--- config.mk ---
export PLATFORM = sky130hd
export DESIGN_NAME = switch_debouncer_flat
export DESIGN_NICKNAME = d
export VERILOG_FILES = /design/src/rtl/switch_debouncer_if.sv /design/src/rtl/switch_debouncer.sv /design/src/flat_wrapper.sv
export SDC_FILE = /design/constraint.sdc
export NUM_CORES = 1
export LEC_CHECK = 0
export CAP_MARGIN = 0
export CORE_ASPECT_RATIO = 1.2
export CORE_MARGIN = 4
export CORE_UTILIZATION = 41
export CTS_CLUSTER_DIAMETER = 120
export CTS_CLUSTER_SIZE = 16
export DETAILED_ROUTE_END_ITERATION = 7
export HOLD_SLACK_MARGIN = 0.08
export SYNTH_ARGS = -nofsm -noshare
export SYNTH_HDL_FRONTEND = slang
export SYNTH_SLANG_ARGS = --single-unit
--- constraint.sdc ---
create_clock -name clk_clk -period 4 [get_ports clk_clk]
set_input_delay 1 -clock clk_clk [delete_from_list [all_inputs] [get_ports clk_clk]]
set_output_delay 1 -clock clk_clk [all_outputs]
set_load 0.1 [all_outputs]
--- src/rtl/switch_debouncer_if.sv ---
// rtl/switch_debouncer_if.sv - switch conditioning bus between board pins and the switch PIO
interface switch_debouncer_if #(
    parameter int WIDTH = 5
);
    logic [WIDTH-1:0] sw_raw;
    logic             irq_ack;
    logic [WIDTH-1:0] sw_db;
    logic [WIDTH-1:0] sw_rise;
    logic [WIDTH-1:0] sw_fall;
    logic             change_irq;
    logic [WIDTH-1:0] change_mask;

    modport master (
        output sw_raw,
        output irq_ack,
        input  sw_db,
        input  sw_rise,
        input  sw_fall,
        input  change_irq,
        input  change_mask
    );

    modport slave (
        input  sw_raw,
        input  irq_ack,
        output sw_db,
        output sw_rise,
        output sw_fall,
        output change_irq,
        output change_mask
    );
endinterface

--- src/rtl/switch_debouncer.sv ---
// rtl/switch_debouncer.sv - per-bit synchronise and debounce of slide switches with edge pulses and sticky change flag
module switch_debouncer #(
    parameter int WIDTH           = 5,
    parameter int DEBOUNCE_CYCLES = 1000000
) (
    input  logic           clk_clk,
    input  logic           reset_reset_n,
    switch_debouncer_if.slave bus
);
    localparam int CNT_W = $clog2(DEBOUNCE_CYCLES);
    localparam logic [CNT_W-1:0] CNT_MAX = CNT_W'(DEBOUNCE_CYCLES - 1);

    logic [WIDTH-1:0]            sync1_q, sync1_d;
    logic [WIDTH-1:0]            sync2_q, sync2_d;
    logic [WIDTH-1:0][CNT_W-1:0] cnt_q, cnt_d;
    logic [WIDTH-1:0]            db_q, db_d;
    logic [WIDTH-1:0]            rise_q, rise_d;
    logic [WIDTH-1:0]            fall_q, fall_d;
    logic                        irq_q, irq_d;
    logic [WIDTH-1:0]            mask_q, mask_d;
    logic [WIDTH-1:0]            changed;

    always_comb begin
        sync1_d = bus.sw_raw;
        sync2_d = sync1_q;
        cnt_d   = cnt_q;
        db_d    = db_q;
        rise_d  = '0;
        fall_d  = '0;
        // Any cycle of agreement restarts the count, so only an unbroken run is accepted.
        for (int i = 0; i < WIDTH; i++) begin
            if (sync2_q[i] == db_q[i]) begin
                cnt_d[i] = '0;
            end else if (cnt_q[i] == CNT_MAX) begin
                db_d[i]   = sync2_q[i];
                cnt_d[i]  = '0;
                rise_d[i] = sync2_q[i];
                fall_d[i] = ~sync2_q[i];
            end else begin
                cnt_d[i] = cnt_q[i] + CNT_W'(1);
            end
        end
    end

    always_comb begin
        changed = rise_d | fall_d;
        irq_d   = irq_q;
        mask_d  = mask_q;
        // A new edge beats a simultaneous acknowledge; the mask then keeps only the new bits.
        if (|changed) begin
            irq_d  = 1'b1;
            mask_d = (bus.irq_ack ? '0 : mask_q) | changed;
        end else if (bus.irq_ack) begin
            irq_d  = 1'b0;
            mask_d = '0;
        end
    end

    always_ff @(posedge clk_clk or negedge reset_reset_n) begin
        if (!reset_reset_n) begin
            sync1_q <= '0;
            sync2_q <= '0;
            cnt_q   <= '0;
            db_q    <= '0;
            rise_q  <= '0;
            fall_q  <= '0;
            irq_q   <= 1'b0;
            mask_q  <= '0;
        end else begin
            sync1_q <= sync1_d;
            sync2_q <= sync2_d;
            cnt_q   <= cnt_d;
            db_q    <= db_d;
            rise_q  <= rise_d;
            fall_q  <= fall_d;
            irq_q   <= irq_d;
            mask_q  <= mask_d;
        end
    end

    assign bus.sw_db       = db_q;
    assign bus.sw_rise     = rise_q;
    assign bus.sw_fall     = fall_q;
    assign bus.change_irq  = irq_q;
    assign bus.change_mask = mask_q;
endmodule

--- src/flat_wrapper.sv ---
// flat-port wrapper written by rule: the top's interface ports become plain ports
module switch_debouncer_flat 
#(
    parameter int WIDTH           = 5,
    parameter int DEBOUNCE_CYCLES = 1000000
)
  (clk_clk, reset_reset_n, bus_sw_raw, bus_irq_ack, bus_sw_db, bus_sw_rise, bus_sw_fall, bus_change_irq, bus_change_mask);
  switch_debouncer_if #(.WIDTH(WIDTH)) bus_i ();
  input  logic clk_clk;
  input  logic reset_reset_n;
  input wire logic [$bits(bus_i.sw_raw)-1:0] bus_sw_raw;
  input wire logic [$bits(bus_i.irq_ack)-1:0] bus_irq_ack;
  output wire logic [$bits(bus_i.sw_db)-1:0] bus_sw_db;
  output wire logic [$bits(bus_i.sw_rise)-1:0] bus_sw_rise;
  output wire logic [$bits(bus_i.sw_fall)-1:0] bus_sw_fall;
  output wire logic [$bits(bus_i.change_irq)-1:0] bus_change_irq;
  output wire logic [$bits(bus_i.change_mask)-1:0] bus_change_mask;
  assign bus_i.sw_raw = bus_sw_raw;
  assign bus_i.irq_ack = bus_irq_ack;
  assign bus_sw_db = bus_i.sw_db;
  assign bus_sw_rise = bus_i.sw_rise;
  assign bus_sw_fall = bus_i.sw_fall;
  assign bus_change_irq = bus_i.change_irq;
  assign bus_change_mask = bus_i.change_mask;
  switch_debouncer #(.WIDTH(WIDTH), .DEBOUNCE_CYCLES(DEBOUNCE_CYCLES)) u_core (.clk_clk(clk_clk), .reset_reset_n(reset_reset_n), .bus(bus_i));
endmodule
# Yosys cells after proc, flatten, opt, wreduce, memory -nomap -nowiden
# Index checks and enable logic that the tools add are counted.
[totals]
ff_bits = 131
output_inout_bits = 21
[classes]
n_bitwise = 12
eq_ne = 10
mux = 34
n_reduce_logical = 7
addsub = 5
[op_table]
columns = ["cell", "count"]
rows = [
  ["$mux 20", 10],
  ["$add 20x1->20 const B", 5],
  ["$eq 20x20->1 const B", 5],
  ["$mux 1", 22],
  ["$mux 5", 2],
  ["$not 1->1", 10],
  ["$or 5x5->5", 2],
  ["$reduce_and 2->1", 5],
  ["$eq 1x1->1", 5],
  ["$reduce_or 5->1", 1],
  ["$reduce_bool 2->1", 1],
]

# Logic depth before layout (Yosys ltp)
[logic_depth]
depth_word = 6
mapped_depth = 8
mapped_depth_nobuf = 6

# Worst setup path before layout
# Ideal clock, no wire load.
[synth_timing]
kind = "reg-to-reg"
startpoint = "register u_core.cnt_q[80] in the netlist's numbering"
endpoint = "register u_core.db_q[4], in the netlist u_core.bus.sw_db[4]"
arrival_ns = 1.858
setup_time_ns = 0.126
stages_incl_launch_ff = 7
path_buffers = 1
required_time_ns = 3.874
period_less_slack_ns = 1.984
slack_ns = 2.016
cell_sequence = "dfrtp_1 > ha_1 > nand4_2 > or2_1 > or4_4 > buf_6 > mux2_4"
[synth_via]
elab_chain_cells = 2
[synth_rtl]
columns = ["item", "line_no", "text"]
rows = [
  ["start: declaration", "switch_debouncer.sv:15", "logic [WIDTH-1:0][CNT_W-1:0] cnt_q, cnt_d;"],
  ["start signal: assignment", "switch_debouncer.sv:72", "cnt_q <= cnt_d;"],
  ["$eq 20x20->1", "switch_debouncer.sv:34", "end else if (cnt_q[i] == CNT_MAX) begin"],
  ["$reduce_and 2->1 (no source line)", "n/a", ""],
  ["end signal: assignment", "switch_debouncer.sv:64", "db_q <= '0;"],
  ["end signal: assignment", "switch_debouncer.sv:73", "db_q <= db_d;"],
  ["end: declaration", "switch_debouncer.sv:16", "logic [WIDTH-1:0] db_q, db_d;"],
]
# Every way passes these cells.
# A chain may end at the register's enable or synchronous reset.

# Worst setup path after layout
[layout_timing]
startpoint = "register u_core.db_q[3], in the netlist u_core.bus.sw_db[3]"
endpoint = "output port bus_sw_db[3]"
[layout_rtl]
columns = ["item", "line_no", "text"]
rows = [
  ["end: declaration", "flat_wrapper.sv:13", "output wire logic [$bits(bus_i.sw_db)-1:0] bus_sw_db;"],
]
# No word-level cell between the ends.

==> metrics.log <==
INFO  metric final_cells = 783
INFO  metric cts_tree = built
INFO  metric outcome = finished clean
INFO  metric cts_max_path_buffers = 2
INFO  metric origin_of_the_worst_min_delay_path = u_core.sync1_q[2]$_DFF_PN0_
INFO  metric asyncSetResetFlopFracSynth = 1.00
INFO  metric power.density = 439 mW/mm²
INFO  metric drv_cap = 0
INFO  metric place_inst = 751
INFO  metric timing.fmax = 332 MHz
INFO  metric dieHeight = 140 µm
INFO  metric detailedPlace.worstSlack = 1.42 ns
INFO  metric slew-limit-headroom = 0.344
INFO  metric initial_utilization = 0.423
INFO  metric cp_bufs_invs = 1
INFO  metric count_of_pins_on_the_block_boundary = 29
INFO  metric portBuffers = 28
INFO  metric worst_setup_hold_path_clk_slew = 0.06 ns
INFO  metric clk_latency = 0.42 ns
INFO  metric cpPeakStageDelay = 1.16 ns
INFO  metric vdd_ir_drop_max = 0.266 mV
INFO  metric final.fill_count = 1283
INFO  metric crit_path_top_delay_cell = clkdlybuf4s50_1
INFO  metric switchingPower = 620 µW
INFO  metric average_wire_per_cell_in_the_routed_design = 13.6 µm
INFO  metric wirelength = 10.6 mm
INFO  metric final_layout_size_suffix_gt1_frac = 0.0752
INFO  metric postLayoutSetupSlackWorst = 0.989 ns
INFO  metric slew_violations = 0
INFO  metric final_antenna_net_count = 0
INFO  metric synth.distinct_cells = 38
INFO  metric cts.sinks = 131
INFO  metric setup_viol = 0
INFO  metric via_count_of_the_first_global_routing_pass = 4068
INFO  metric critical_path_data_arrival_time = 2.01 ns
INFO  metric synthDominantCellAreaShare = 0.554
INFO  metric area_delta_synth_final = 17.7%
INFO  metric path_cells = clkdlybuf4s50_1
INFO  metric cts-root-buf = clkbuf_16
INFO  metric syn_area = 0.00592 mm²
INFO  metric cellInternalPower = 2.43 mW
INFO  metric ff2ff_setup_slack = 1.76 ns
INFO  metric synth.net_count = 575
INFO  metric cellLeakagePower = 2.96 nW
INFO  metric syn_inst = 562
INFO  metric finalClockSkew = 0.00674 ns
INFO  metric critical_path.top_delay_family = buffers and inverters
INFO  metric dp_hpwl = 7.10 mm
INFO  metric flops_latches_synth = 131
INFO  metric final_core_util = 0.498
INFO  metric avgViaCountPerCell = 5.04
INFO  metric grt_pass1_wl = 19.1 mm
INFO  metric area_used_by_multi_input_combinational_logic = 0.00250 mm²
INFO  metric gpl.final_weighted_congestion = 0.777
INFO  metric timing_worst_setup_path_type = reg2out
INFO  metric timing.rr.start = u_core.cnt_q[0]$_DFF_PN0_
INFO  metric cts_made_buffers = 17
INFO  metric worst_r2r_path_depth = 6
INFO  metric yosysSeqAreaShare = 0.554
INFO  metric critical_path_peak_fanout = 5
INFO  metric globalRoute.totalOverflow = 0
INFO  metric detail_route.drc_violations = 0
INFO  metric initialDrtViolationCount = 193
INFO  metric cts.htree.levels = 4
INFO  metric sequential_cell_area = 0.00328 mm²
INFO  metric period_needed = 3.01 ns
INFO  metric crit_path_end_kind = output port
INFO  metric vias = 3946
INFO  metric num-nets-final = 612
INFO  metric endpoint = bus_sw_db[3]
INFO  metric holdBufCountCts = 0
INFO  metric fin_setup_tns = 0 ns
INFO  metric postSynthAreaPerCell = 10.5 µm²
INFO  metric rows = 47
INFO  metric power_frac_comb = 0.025
INFO  metric dieWidth = 118 µm
INFO  metric grt_start_max_net_pins = 85
INFO  metric r2r-end = u_core.cnt_q[2]$_DFF_PN0_
INFO  metric first_pass_iters = 4
INFO  metric period_share = 0.753
INFO  metric required_arrival_time_at_the_worst_endpoint = 3.00 ns
INFO  metric post-cts-setup-buffers = 0
INFO  metric hold_viol = 0
INFO  metric synth_top_area_cell = dfrtp_1
INFO  metric tightest_slew = 0.980 ns
INFO  metric pwr-share-seq = 0.446
INFO  metric hold_ws = 0.347 ns
INFO  metric postCtsResizedCells = 0
INFO  metric crit_cells = 1
INFO  metric grt_setup_unrepaired = false
INFO  metric design.die.area = 0.0164 mm²
INFO  metric num_antenna_cells = 0
INFO  metric yosysWarnings = 0
INFO  metric timing.critical_path.from_type = register
INFO  metric core-area = 0.0140 mm²
INFO  metric worstHoldPathType = reg2reg
INFO  metric layout.cells.most_common_list = dfrtp_1, nor2_1, xor2_1, xnor2_1, nand3_1
INFO  metric critPathLaunch = u_core.bus.sw_db[3]$_DFFE_PN0P_
INFO  metric cell_types_occupying_the_most_area_after_synthesis = dfrtp_1, nor2_1, xor2_1, xnor2_1, nand3_1
INFO  metric layout_commonest_cell = dfrtp_1
INFO  metric track_usage = 0.145
INFO  metric synth_enable_flop_cells = 0
INFO  metric power.clock.fraction = 0.529
INFO  metric initial_antenna_violation_count = 0
INFO  metric power.share.switching = 0.203
INFO  metric synth_ff_type = dfrtp_1
## synth_stat cells, types with 5 or more instances
master     n
xor2_1    50
nor2_1   120
nand4_1   23
nor4_1     8
and4_1     9
ha_1       5
buf_6      5
nor3_1    11
xnor2_1   46
and3_1    12
nand3_1   34
nor3b_1   13
dfrtp_1  131
nand2_1   32
inv_1     15
## worst min path at each step
stage	cells past startpoint	endpoint	slack, ns
after CTS	0	u_core.sync2_q[2]$_DFF_PN0_	0.35
after global routing	0	u_core.sync2_q[2]$_DFF_PN0_	0.35
final	0	u_core.sync2_q[2]$_DFF_PN0_	0.35
after floorplan	0	u_core.sync2_q[0]$_DFF_PN0_	0.33
after global placement	0	u_core.sync2_q[1]$_DFF_PN0_	0.34
after detailed placement	0	u_core.sync2_q[2]$_DFF_PN0_	0.34
## sequential cells by signal, indices dropped and copies added (netlist names)
| name | count |
|---|---|
| u_core.bus.sw_db | 5 |
| u_core.sync2_q | 5 |
| u_core.bus.sw_fall | 5 |
| u_core.sync1_q | 5 |
| u_core.bus.change_mask | 5 |
| u_core.bus.sw_rise | 5 |
| u_core.cnt_q | 100 |
| u_core.bus.change_irq | 1 |
## cell families (layout without fill, tap and decap cells)
family,Yosys count,count (layout),synth area share
AO/OA/AOI/OAI,7,7,0.00782
AND/OR/NAND/NOR,292,292,0.250
flip-flops,131,131,0.554
multiplexers,5,5,0.0114
buffers and inverters,26,76,0.0241
adder cells (fa/ha/maj),5,5,0.0106
XOR/XNOR,96,96,0.142
## power groups by stage
stage / Combinational [mW] / Sequential [mW] / Clock [mW]
2_1_floorplan: 0.0372 / 1.38 / 0
3_3_place_gp: 0.0795 / 1.38 / 0
3_5_place_dp: 0.0805 / 1.38 / 0
4_1_cts: 0.0813 / 1.36 / 1.65
5_1_grt: 0.0906 / 1.36 / 1.73
6_report: 0.0773 / 1.36 / 1.62
## cell type report
type	count	area share
clock inverters	11	0.0226
flip-flops and latches	131	0.471
clock buffers	21	0.0661
repair buffers	29	0.0433
inverters	15	0.00808
well taps	171	0.0307
multi-input cells	405	0.359
## stage by stage
stage                     cell area, µm²  power (mW)
final                               6970        3.05
after global routing                6970        3.18
after CTS                           6970        3.10
after detailed placement            6350        1.47
after global placement              6350        1.46
after floorplan                     5920        1.42
## worst register-to-register path, stage by stage, from the launching register on
cell	delay, ns
dfrtp_1	0.40
ha_1	0.20
nand3_1	0.19
nor2_1	0.24
nand4_1	0.35
nand2_1	0.61
nor2_1	0.12
## per-layer routing
layer  part of all wire  vias up  GRT usage
li1                   -     1963          -
met3              0.043       21     0.0467
met2               0.48       50      0.228
met5                  0        -          0
met1               0.45     1912      0.176
met4              0.027        0     0.0784
Note: power is estimated with default switching activity, not from simulation.
